`src/rtl/corr_collector.sv`:
```
// Correspondence collector: bounds filter, FIFO buffer and frame tracking
// between the correspondence calculator and the residual/Jacobian stage.
package RgbdVoConfigPk;
  localparam int H_SIZE_BW     = 11;
  localparam int V_SIZE_BW     = 10;
  localparam int DATA_DEPTH_BW = 16;
endpackage

module corr_collector
  import RgbdVoConfigPk::*;
#(
  parameter int FIFO_DEPTH = 16,
  parameter int CNT_BW     = 20
) (
  input  logic                     i_clk,
  input  logic                     i_rst_n,
  input  logic                     i_frame_start,
  input  logic                     i_frame_end,
  input  logic                     i_valid,
  input  logic [DATA_DEPTH_BW-1:0] i_depth0,
  input  logic [H_SIZE_BW-1:0]     i_idx0_x,
  input  logic [V_SIZE_BW-1:0]     i_idx0_y,
  input  logic [H_SIZE_BW-1:0]     i_idx1_x,
  input  logic [V_SIZE_BW-1:0]     i_idx1_y,
  input  logic [H_SIZE_BW-1:0]     r_hsize,
  input  logic [V_SIZE_BW-1:0]     r_vsize,
  input  logic                     i_ready,
  output logic                     o_valid,
  output logic [DATA_DEPTH_BW-1:0] o_depth0,
  output logic [H_SIZE_BW-1:0]     o_idx0_x,
  output logic [V_SIZE_BW-1:0]     o_idx0_y,
  output logic [H_SIZE_BW-1:0]     o_idx1_x,
  output logic [V_SIZE_BW-1:0]     o_idx1_y,
  output logic                     o_frame_done,
  output logic [CNT_BW-1:0]        o_corr_cnt,
  output logic                     o_overflow,
  output logic                     o_seq_err,
  output logic                     o_busy
);

  localparam int AW = $clog2(FIFO_DEPTH);
  localparam logic [AW:0] PTR_ONE = 1;
  localparam logic [CNT_BW-1:0] CNT_ONE = 1;
  localparam logic [CNT_BW-1:0] CNT_MAX = '1;

  typedef enum logic [1:0] {
    IDLE,
    RUN,
    DRAIN,
    DONE
  } state_t;

  typedef struct packed {
    logic [DATA_DEPTH_BW-1:0] depth0;
    logic [H_SIZE_BW-1:0]     idx0_x;
    logic [V_SIZE_BW-1:0]     idx0_y;
    logic [H_SIZE_BW-1:0]     idx1_x;
    logic [V_SIZE_BW-1:0]     idx1_y;
  } corr_t;

  state_t      state;
  state_t      state_nxt;
  corr_t       mem [FIFO_DEPTH];
  corr_t       wr_data;
  corr_t       head;
  logic [AW:0] wr_ptr;
  logic [AW:0] rd_ptr;

  logic empty;
  logic full;
  logic start_ok;
  logic seq_hit;
  logic in_run;
  logic in_bounds;
  logic accept;
  logic push;
  logic drop;
  logic pop;

  assign empty = (wr_ptr == rd_ptr);
  assign full  = (wr_ptr[AW] != rd_ptr[AW]) &&
                 (wr_ptr[AW-1:0] == rd_ptr[AW-1:0]);

  // The accepted-start cycle behaves as the first RUN cycle.
  assign start_ok  = (state == IDLE) && i_frame_start;
  assign seq_hit   = (state != IDLE) && i_frame_start;
  assign in_run    = (state == RUN) || start_ok;
  assign in_bounds = (i_idx1_x < r_hsize) && (i_idx1_y < r_vsize);
  assign accept    = i_valid && in_run && in_bounds;
  assign push      = accept && !full;
  assign drop      = accept && full;
  assign pop       = !empty && i_ready;

  assign wr_data = '{
    depth0: i_depth0,
    idx0_x: i_idx0_x,
    idx0_y: i_idx0_y,
    idx1_x: i_idx1_x,
    idx1_y: i_idx1_y
  };

  assign head     = mem[rd_ptr[AW-1:0]];
  assign o_valid  = !empty;
  assign o_depth0 = head.depth0;
  assign o_idx0_x = head.idx0_x;
  assign o_idx0_y = head.idx0_y;
  assign o_idx1_x = head.idx1_x;
  assign o_idx1_y = head.idx1_y;

  // State register.
  always_ff @(posedge i_clk or negedge i_rst_n) begin
    if (!i_rst_n) state <= IDLE;
    else          state <= state_nxt;
  end

  // Next-state: frame sequencing, drain waits for an empty FIFO.
  always_comb begin
    state_nxt = state;
    unique case (state)
      IDLE:  if (i_frame_start) state_nxt = RUN;
      RUN:   if (i_frame_end) state_nxt = DRAIN;
      DRAIN: if (empty) state_nxt = DONE;
      DONE:  state_nxt = IDLE;
      default: state_nxt = IDLE;
    endcase
  end

  // FSM outputs.
  always_comb begin
    o_busy       = (state != IDLE);
    o_frame_done = (state == DONE);
  end

  // FIFO storage; written only on a non-full accept.
  always_ff @(posedge i_clk or negedge i_rst_n) begin
    if (!i_rst_n) begin
      for (int i = 0; i < FIFO_DEPTH; i++) mem[i] <= '0;
    end else if (push) begin
      mem[wr_ptr[AW-1:0]] <= wr_data;
    end
  end

  // FIFO pointers with wrap bit.
  always_ff @(posedge i_clk or negedge i_rst_n) begin
    if (!i_rst_n) begin
      wr_ptr <= '0;
      rd_ptr <= '0;
    end else begin
      if (push) wr_ptr <= wr_ptr + PTR_ONE;
      if (pop)  rd_ptr <= rd_ptr + PTR_ONE;
    end
  end

  // Saturating per-frame count, restarted by an accepted start.
  always_ff @(posedge i_clk or negedge i_rst_n) begin
    if (!i_rst_n) begin
      o_corr_cnt <= '0;
    end else if (start_ok) begin
      o_corr_cnt <= push ? CNT_ONE : '0;
    end else if (push && (o_corr_cnt != CNT_MAX)) begin
      o_corr_cnt <= o_corr_cnt + CNT_ONE;
    end
  end

  // Sticky error flags, cleared by an accepted start.
  always_ff @(posedge i_clk or negedge i_rst_n) begin
    if (!i_rst_n) begin
      o_overflow <= 1'b0;
      o_seq_err  <= 1'b0;
    end else if (start_ok) begin
      o_overflow <= drop;
      o_seq_err  <= 1'b0;
    end else begin
      o_overflow <= o_overflow | drop;
      o_seq_err  <= o_seq_err | seq_hit;
    end
  end

endmodule
```
`config.mk`:
```
export PLATFORM = sky130hd
export DESIGN_NAME = corr_collector
export DESIGN_NICKNAME = d
export VERILOG_FILES = /design/src/rtl/corr_collector.sv
export SDC_FILE = /design/constraint.sdc
export NUM_CORES = 1
export LEC_CHECK = 0
export ABC_AREA = 1
export CORE_MARGIN = 1.5
export CORE_UTILIZATION = 35
export DETAILED_ROUTE_END_ITERATION = 8
export DONT_BUFFER_PORTS = 1
export RECOVER_POWER = 50
export SLEW_MARGIN = 10
export SYNTH_ARGS = -nofsm -noshare
export SYNTH_HDL_FRONTEND = slang
export SYNTH_SLANG_ARGS = --single-unit
```
`constraint.sdc`:
```
create_clock -name i_clk -period 2.6 [get_ports i_clk]
set_input_delay 0 -clock i_clk [delete_from_list [all_inputs] [get_ports i_clk]]
set_output_delay 0 -clock i_clk [all_outputs]
set_load 0.02 [all_outputs]
```
Word-level counts from Yosys, hierarchy flattened
Index checks and enable logic that the tools add are counted.
Widths: inputs -> output; s select.
{ "word_totals": {"register_bits": 962, "latchBits": 0, "ram_bits": 0, "rom_bits": 0, "output_inout_bits": 83, "elab_cells": 141, "memories": 0} }
{ "op_classes": {"n_addsub": 3, "n_mul": 0, "div_mod_pow": 0, "magnitude_cmp": 5, "eq_ne": 10, "n_shift": 0, "mux": 15, "bitwise_logic": 4, "n_reduce_logical": 18} }
{ "op_table": {"columns": ["operator", "count"], "rows": [
  ["$bwmux 928", 1],
  ["$bmux 58 s4", 1],
  ["$demux 58 s4", 1],
  ["$mux 58", 3],
  ["$mux 20", 2],
  ["$add 20x1->20 const B", 1],
  ["$ne 20x20->1 const B", 1],
  ["$logic_and 1x1->1", 11],
  ["$lt 11x11->1", 1],
  ["$add 5x1->5 const B", 2],
  ["$ge 5x5->1 const B", 2],
  ["$lt 10x10->1", 1],
  ["$not 4->5", 2],
  ["$pmux 2 s4", 1],
  ["$mux 2", 3],
  ["$ne 2x2->1 const B", 3],
  ["$eq 5x5->1", 1],
  ["$lt 5x1->1 const B", 1],
  ["$eq 2x2->1 const B", 2],
  ["$eq 4x4->1", 1],
  ["$reduce_bool 2->1", 2],
  ["$mux 1", 3],
  ["$reduce_and 3->1", 1],
  ["$eq 2x1->1 const B", 1],
  ["other kinds (5)", 7]
]} }

Longest topological paths before layout
Gate-level depths: netlist of the first run.
{ "logic_depth": {"word_depth": 9, "ltp_mapped": 15, "ltp_nobuf": 13} }

Worst setup path after synthesis of the first run
Ideal clock, no wire load.
{ "synth_timing": {"path_kind": "register to register", "from": "reg state[0]", "to": "reg mem[545] (netlist name)", "arrival_ns": 1.858, "required_time_ns": 2.462, "setup_slack_ns": 0.604, "stages_incl_launch_ff": 15, "path_buffers": 3, "period_less_slack_ns": 1.996, "cell_sequence": "dfrtp_1 inv_1 ha_1 nand2_1 nand2_1 nand2_1 nor2_2 nand3_2 nor2_4 buf_8 nand3_4 buf_6 buf_6 nand2_1 o21ai_0"} }
{ "synth_via": {"elab_chain_cells": 6} }
{ "synth_lines": {"columns": ["item", "line", "rtl"], "rows": [
  ["start: declaration", "61", "state_t state;"],
  ["start signal: assignment", "113", "else state <= state_nxt;"],
  ["$logic_not 2->1", "85", "assign start_ok = (state == IDLE) && i_frame_start;"],
  ["$logic_and 1x1->1", "85", null],
  ["$logic_or 1x1->1 *", "87", "assign in_run = (state == RUN) || start_ok;"],
  ["$logic_and 1x1->1 * (2 in a row)", "89", "assign accept = i_valid && in_run && in_bounds;"],
  ["$logic_and 1x1->1 *", "90", "assign push = accept && !full;"],
  ["end signal: indexed assignment", "139", "mem[wr_ptr[AW-1:0]] <= wr_data;"],
  ["end: declaration", "63", "corr_t mem [FIFO_DEPTH];"]
]} }
Every way passes the cells marked *; elsewhere a longest branch is shown, timed or not.
A chain may end at the register's enable or synchronous reset.

Final worst setup path of the first run
{ "layout_timing": {"from": "reg rd_ptr[1]", "to": "out o_idx1_y[6]"} }
{ "layout_via": {"elab_chain_cells": 4} }
{ "layout_lines": {"columns": ["item", "line", "rtl"], "rows": [
  ["start: declaration", "67", "logic [AW:0] rd_ptr;"],
  ["start signal: assignment", "150", "if (pop) rd_ptr <= rd_ptr + PTR_ONE;"],
  ["$not 4->5 (not written as such)", "102", "assign head = mem[rd_ptr[AW-1:0]];"],
  ["$bmux 58 s4", "102", null],
  ["$mux 58 (not written as such) (2 in a row)", "102", null],
  ["end: declaration", "33", "output logic [V_SIZE_BW-1:0] o_idx1_y,"]
]} }
Every way passes these cells. The select of a mux whose other input is x is not followed.

==> results.sh, run 1 <==
export IMPL_relSlewSlack=0.195
export IMPL_endpoint_kind="output pin"
export IMPL_syn_num_nets=5192
export IMPL_violations="negative hold slack, negative setup slack"
export IMPL_finalCritPeriodShare=1.03
export IMPL_fin_tns_setup_ps=-422
export IMPL_cts_root_buffer="clkbuf_16"
export IMPL_netlist_instances=5077
export IMPL_wirelength_um=136000
export IMPL_drv_cap=0
export IMPL_power_total_w=0.0663
export IMPL_overflow=0
export IMPL_drt_pass1_iter_count=6
export IMPL_ant_nets=0
export IMPL_grt_pass1_vias=34611
export IMPL_numClockSinks=962
export IMPL_synth_cell_area_sq_mm=0.0439
export IMPL_htree_levels=3
export IMPL_power_density_mw_per_mm2=1290
export IMPL_power_leakage_nw=23.1
export IMPL_max_freq_mhz=375
export IMPL_ys_seq_elements=962
export IMPL_ir_drop_mv=0.657
export IMPL_grt_usage=0.209
export IMPL_synth_top_cell_area_share=0.548
export IMPL_synthXorXnorAreaFrac=0.00399
export IMPL_drive_gt1_frac=0.0972
export IMPL_portBuffers=0
export IMPL_ys_seq_area_frac=0.548
export IMPL_yosys_cell_count_top_type="nand2_1"
export IMPL_synth_edf_count=0
export IMPL_status="finished, violations left"
export IMPL_criticalPathCategory="reg2out"
export IMPL_cts_tree="built"
export IMPL_insertion_delay_ps=710
export IMPL_die_y_um=357
export IMPL_async_flop_share=1.00
export IMPL_min_path_type="in2async"
export IMPL_worstPathArrival_ps=2670
export IMPL_fin_crit_ps=2670
export IMPL_fin_ws_ps=-66.9
export IMPL_final_hold_viol_count=234
export IMPL_die_x_um=357
export IMPL_cp_max_fo=11
export IMPL_yosys_warnings=0
export IMPL_dp_cells=6407
export IMPL_area_growth_pct=17.3
export IMPL_clock_skew_ps=21.4
export IMPL_synthTopCellsByCount="nand2_1, dfrtp_1, o21ai_0, nor2_1, o21ai_1"
export IMPL_rows=129
export IMPL_nets=5111
export IMPL_via_count=36185
export IMPL_drv_slew=0
export IMPL_post_drt_wl_per_cell_um=20.2
export IMPL_ys_types=36
export IMPL_io_pins=168
export IMPL_cts_buffer_depth=3
export IMPL_syn_area_per_cell_sq_um=8.65
export IMPL_clk_pin_slew_ps=60
export IMPL_viasPerCell=5.38
export IMPL_hold_ws_ps=-696
export IMPL_worst_slew_pin_slew_ps=1210
export IMPL_cp_required_ps=2600
export IMPL_rsz0062_at_grt="yes"
export IMPL_layout_cells_non_filler=6724
export IMPL_place_congestion=0.762
export IMPL_start_util=0.354
export IMPL_synthAdderAreaFrac=0.00855
export IMPL_ys_flop_type="dfrtp_1"
export IMPL_hpwlAfterDp_um=70300
export IMPL_grt_pass1_wl_um=210000
export IMPL_grt_start_max_net_pins=963
export IMPL_cp_start_kind="flop"
export IMPL_synth_top_family_by_area="compound AO/OA/AOI/OAI gates"
export IMPL_synth_compound_area_frac=0.205
export IMPL_grt_antenna_before_repair=3
export IMPL_drc_errors=0
export IMPL_synth_top_cell_by_area="dfrtp_1"
export IMPL_drt_iter0_drc=2886
export IMPL_setup_violations=13
export IMPL_dieArea_sq_mm=0.128
export IMPL_synth_area_leaders="dfrtp_1, o21ai_0, nand2_1, o21ai_1, nor2_1"
export IMPL_synthSimpleGateAreaFrac=0.167
export IMPL_core_area_sq_mm=0.124
export IMPL_cts_inserted_buffers=101
export IMPL_synth_mux_area_frac=0
-- metal layers --
| layer | vias up | routed length [um] | track usage |
|---|---|---|---|
| met2 | 1054 | 64200 | 0.343 |
| met1 | 17893 | 60700 | 0.288 |
| met3 | 197 | 7900 | 0.0290 |
| met5 | - | 0 | 0 |
| li1 | 17041 | - | - |
| met4 | 0 | 3280 | 0.0634 |
-- per-stage QoR --
step / area [sq um] / hold slack (ps) / util / setup slack [ps]
floorplan: 43900 / -296 / - / 604
global placement: 45300 / -213 / 0.365 / 105
detailed placement: 45300 / -222 / 0.365 / 18.8
CTS: 51000 / -975 / 0.411 / -90.4
global route: 51500 / -704 / 0.415 / -137
finish: 51500 / -696 / 0.415 / -66.9
-- cell usage in the layout (no fill, tap or decap), types with 60 or more instances in the layout --
cell type / instances
buf_4: 60
clkbuf_16: 108
dfrtp_1: 959
dlygate4sd3_1: 61
inv_1: 105
nand2_1: 1142
nand3_1: 83
nor2_1: 505
o21ai_0: 861
o21ai_1: 518
o221ai_1: 84
o22ai_1: 144
-- final cells by class --
class | count | area [sq um]
Fill cell | 12198 | 72600
Sequential cell | 962 | 24100
Multi-Input combinational cell | 3554 | 17200
Timing Repair Buffer | 259 | 4050
Clock buffer | 159 | 3140
Tap cell | 1637 | 2050
Inverter | 115 | 464
Clock inverter | 32 | 439
Timing Repair inverter | 3 | 31.3
Antenna cell | 3 | 7.51
-- registers in the layout, indices dropped and copies added (netlist names), named ones only --
name        count
o_overflow      1
state           2
wr_ptr          5
o_corr_cnt     20
mem           928
rd_ptr          5
-- critical path: stages (launching register included) --
cell and delay (ps):
dfrtp_4 560, inv_8 120, buf_12 120, bufbuf_16 300
o21ai_0 100, o221ai_1 190, nand3_1 200, nand3_1 190
buf_4 170
-- power by group --
part	internal, W	switching [W]
registers	0.0205	0.00299
clock network	0.00910	0.00624
logic	0.0109	0.0166
-- timing repair --
action / CTS / global route
gates cloned: 27 / 5
pin swaps: 30 / 24
hold buffers: 61 / 3
buffers inserted: 17 / 5
gates resized for setup: 147 / 45
setup endpoints to repair: 58 / 692
hold endpoints to repair: 1919 / 234
-- final timing paths --
check,startpoint,endpoint,slack (ps),cells past startpoint
worst max register to register,state[0],mem[870],80,14
worst max-delay path,rd_ptr[1],o_idx1_y[6],-70,8
max in group asynchronous,i_rst_n,mem[28],490,6
min in group i_clk,i_frame_start,flop,110,3
worst min-delay path,i_rst_n,o_corr_cnt[19],-700,3
worst min register to register,mem[346],mem[346],480,2
-- logic make-up (layout without fill, tap and decap cells) --
group                      Yosys count  count (layout)
and+or+nand+nor                   1829            1829
AOI/OAI and AO/OA                 1675            1675
DFF                                962             962
buffers and inverters              561             568
adders and majority gates           30              30
xor gates and xnor gates            20              20
other                                0               3
Note: power is estimated with default switching activity, not from simulation.
==> inputs of run 2 (changes only) <==
Settings changed: GPL_TIMING_DRIVEN set to 0.
==> results.sh, run 2 (synthesized netlist as in run 1, its figures left out) <==
export IMPL_wirelength_um=175000
export IMPL_cp_max_fo=10
export IMPL_start_util=0.354
export IMPL_area_growth_pct=21.8
export IMPL_via_count=39919
export IMPL_power_leakage_nw=24.1
export IMPL_cp_required_ps=2600
export IMPL_p_sw_frac=0.419
export IMPL_combPwrFrac=0.429
export IMPL_post_drt_wl_per_cell_um=24.9
export IMPL_violations="max-slew violations, negative setup slack"
export IMPL_pwr_share_clk=0.229
export IMPL_portBuffers=0
export IMPL_numClockSinks=962
export IMPL_status="finished, violations left"
export IMPL_cts_buffer_depth=3
export IMPL_top_register="mem"
export IMPL_insertion_delay_ps=710
export IMPL_core_area_sq_mm=0.124
export IMPL_drt_pass1_iter_count=8
export IMPL_nets=5439
export IMPL_rsz0062_at_grt="yes"
export IMPL_min_path_type="in2reg"
export IMPL_htree_levels=3
export IMPL_reg_largest_list="mem: 928 flops, o_corr_cnt: 20 flops"
export IMPL_p_seq_frac=0.341
export IMPL_dieArea_sq_mm=0.128
export IMPL_die_x_um=357
export IMPL_drive_gt1_frac=0.154
export IMPL_use_met2=0.412
export IMPL_cts_inserted_buffers=105
export IMPL_finalCritPeriodShare=1.04
export IMPL_grt_pass1_wl_um=257000
export IMPL_die_y_um=357
export IMPL_drt_iter0_drc=4708
export IMPL_internal_power_w=0.0401
export IMPL_rows=129
export IMPL_drc_errors=0
export IMPL_place_congestion=0.934
export IMPL_power_density_mw_per_mm2=1290
export IMPL_cp_start_kind="flop"
export IMPL_criticalPathCategory="reg2out"
export IMPL_viasPerCell=5.66
export IMPL_fin_tns_setup_ps=-1260
export IMPL_overflow=0
export IMPL_max_freq_mhz=370
export IMPL_fin_crit_ps=2710
export IMPL_cts_root_buffer="clkbuf_16"
export IMPL_mostFrequentLayoutCells="nand2_1, dfrtp_1, o21ai_0"
export IMPL_fin_ws_ps=-106
export IMPL_drv_cap=0
export IMPL_drv_slew=75
export IMPL_clock_skew_ps=26.2
export IMPL_ir_drop_mv=0.751
export IMPL_grt_usage=0.270
export IMPL_largest_register_ffs=928
export IMPL_worst_slew_pin_slew_ps=1520
export IMPL_grtUsageMet1=0.361
export IMPL_setup_violations=30
export IMPL_grt_pass1_vias=38364
export IMPL_busiest_layer="met2"
export IMPL_grt_start_max_net_pins=963
export IMPL_cts_tree="built"
export IMPL_endpoint_kind="output pin"
export IMPL_power_switching_w=0.0290
export IMPL_clk_pin_slew_ps=60
export IMPL_hpwlAfterDp_um=118000
export IMPL_relSlewSlack=-0.0139
export IMPL_ant_nets=0
export IMPL_layout_cells_most_common="nand2_1"
export IMPL_io_pins=168
export IMPL_worstPathArrival_ps=2710
export IMPL_met3_usage=0.0674
export IMPL_grt_antenna_before_repair=2
export IMPL_final_hold_viol_count=0
export IMPL_power_total_w=0.0691
run 2: cell count changes in the layout (fill, tap and decap cells not counted), moves of 15 or more:
cell / change
clkbuf_4: +41
buf_6: +60
clkbuf_2: +62
nand3_1: -37
clkbuf_8: +22
buf_16: -30
nand3_4: +30
o221ai_1: -29
buf_2: +88
bufbuf_16: -15
o221ai_2: +29
buf_12: -16
buf_8: +16
clkbuf_1: +68
run 2: power groups by stage:
stage	combinational, W	clock [W]	sequential (W)
global placement	0.0243	0	0.0235
floorplan	0.0161	0	0.0229
global route	0.0320	0.0165	0.0242
finish	0.0297	0.0159	0.0236
CTS	0.0282	0.0159	0.0234
detailed placement	0.0246	0	0.0236
run 2: cell type report:
| cell class | instances | area [sq um] |
|---|---|---|
| buffer | 443 | 3710 |
| timing repair buffer | 143 | 1640 |
| multi-input combinational | 3554 | 17900 |
| fill | 12156 | 70600 |
| inverter | 115 | 460 |
| sequential | 962 | 24100 |
| clock buffer | 153 | 3150 |
| antenna | 3 | 7.51 |
| tap | 1637 | 2050 |
| clock inverter | 42 | 492 |
run 2: metrics by stage:
| step | instances | utilization | setup slack, ps | hold slack (ps) | area, sq um |
|---|---|---|---|---|---|
| floorplan | 5077 | - | 604 | -296 | 43900 |
| global placement | 6714 | 0.370 | -948 | -231 | 46000 |
| detailed placement | 6714 | 0.370 | -947 | -239 | 46000 |
| CTS | 7021 | 0.425 | -98.8 | -959 | 52700 |
| global route | 7049 | 0.431 | -107 | 138 | 53500 |
| finish | 7052 | 0.431 | -106 | 106 | 53500 |
run 2: worst paths after layout:
path                             startpoint           to  slack (ps)  cells after the start
max in group asynchronous           i_rst_n     mem[435]         240                      4
worst max register to register     state[0]     mem[418]          20                     14
worst min register to register     mem[117]     mem[117]         480                      2
min in group asynchronous           i_rst_n    wr_ptr[2]         300                      3
worst max-delay path              rd_ptr[0]  o_idx0_x[2]        -110                     10
worst min-delay path            i_idx1_y[9]    wr_ptr[4]         110                     11
run 2: critical path, stage by stage (launching register included):
cell and delay, ps:
dfrtp_1 390, buf_6 150, buf_12 150, inv_12 90, buf_16 160, buf_12 150, clkbuf_16 190, nor2_2 50
o221ai_2 220, o211ai_1 230, nand3_2 230
run 2: what timing repair did:
action                                   CTS  global route
endpoints found under the hold margin   1885           211
cloned                                     4             3
pin swaps                                 52            64
resized for setup                        563           191
hold buffers                              62             4
endpoints found under the setup margin   988           819
buffers inserted                          47            19
run 2: per-layer routing:
layer | wire length [um] | share of wire | vias to the layer above
li1 | - | - | 17665
met1 | 71600 | 0.41 | 19870
met2 | 77900 | 0.44 | 1965
met3 | 16600 | 0.094 | 419
met4 | 9440 | 0.054 | 0
met5 | 0 | 0 | -
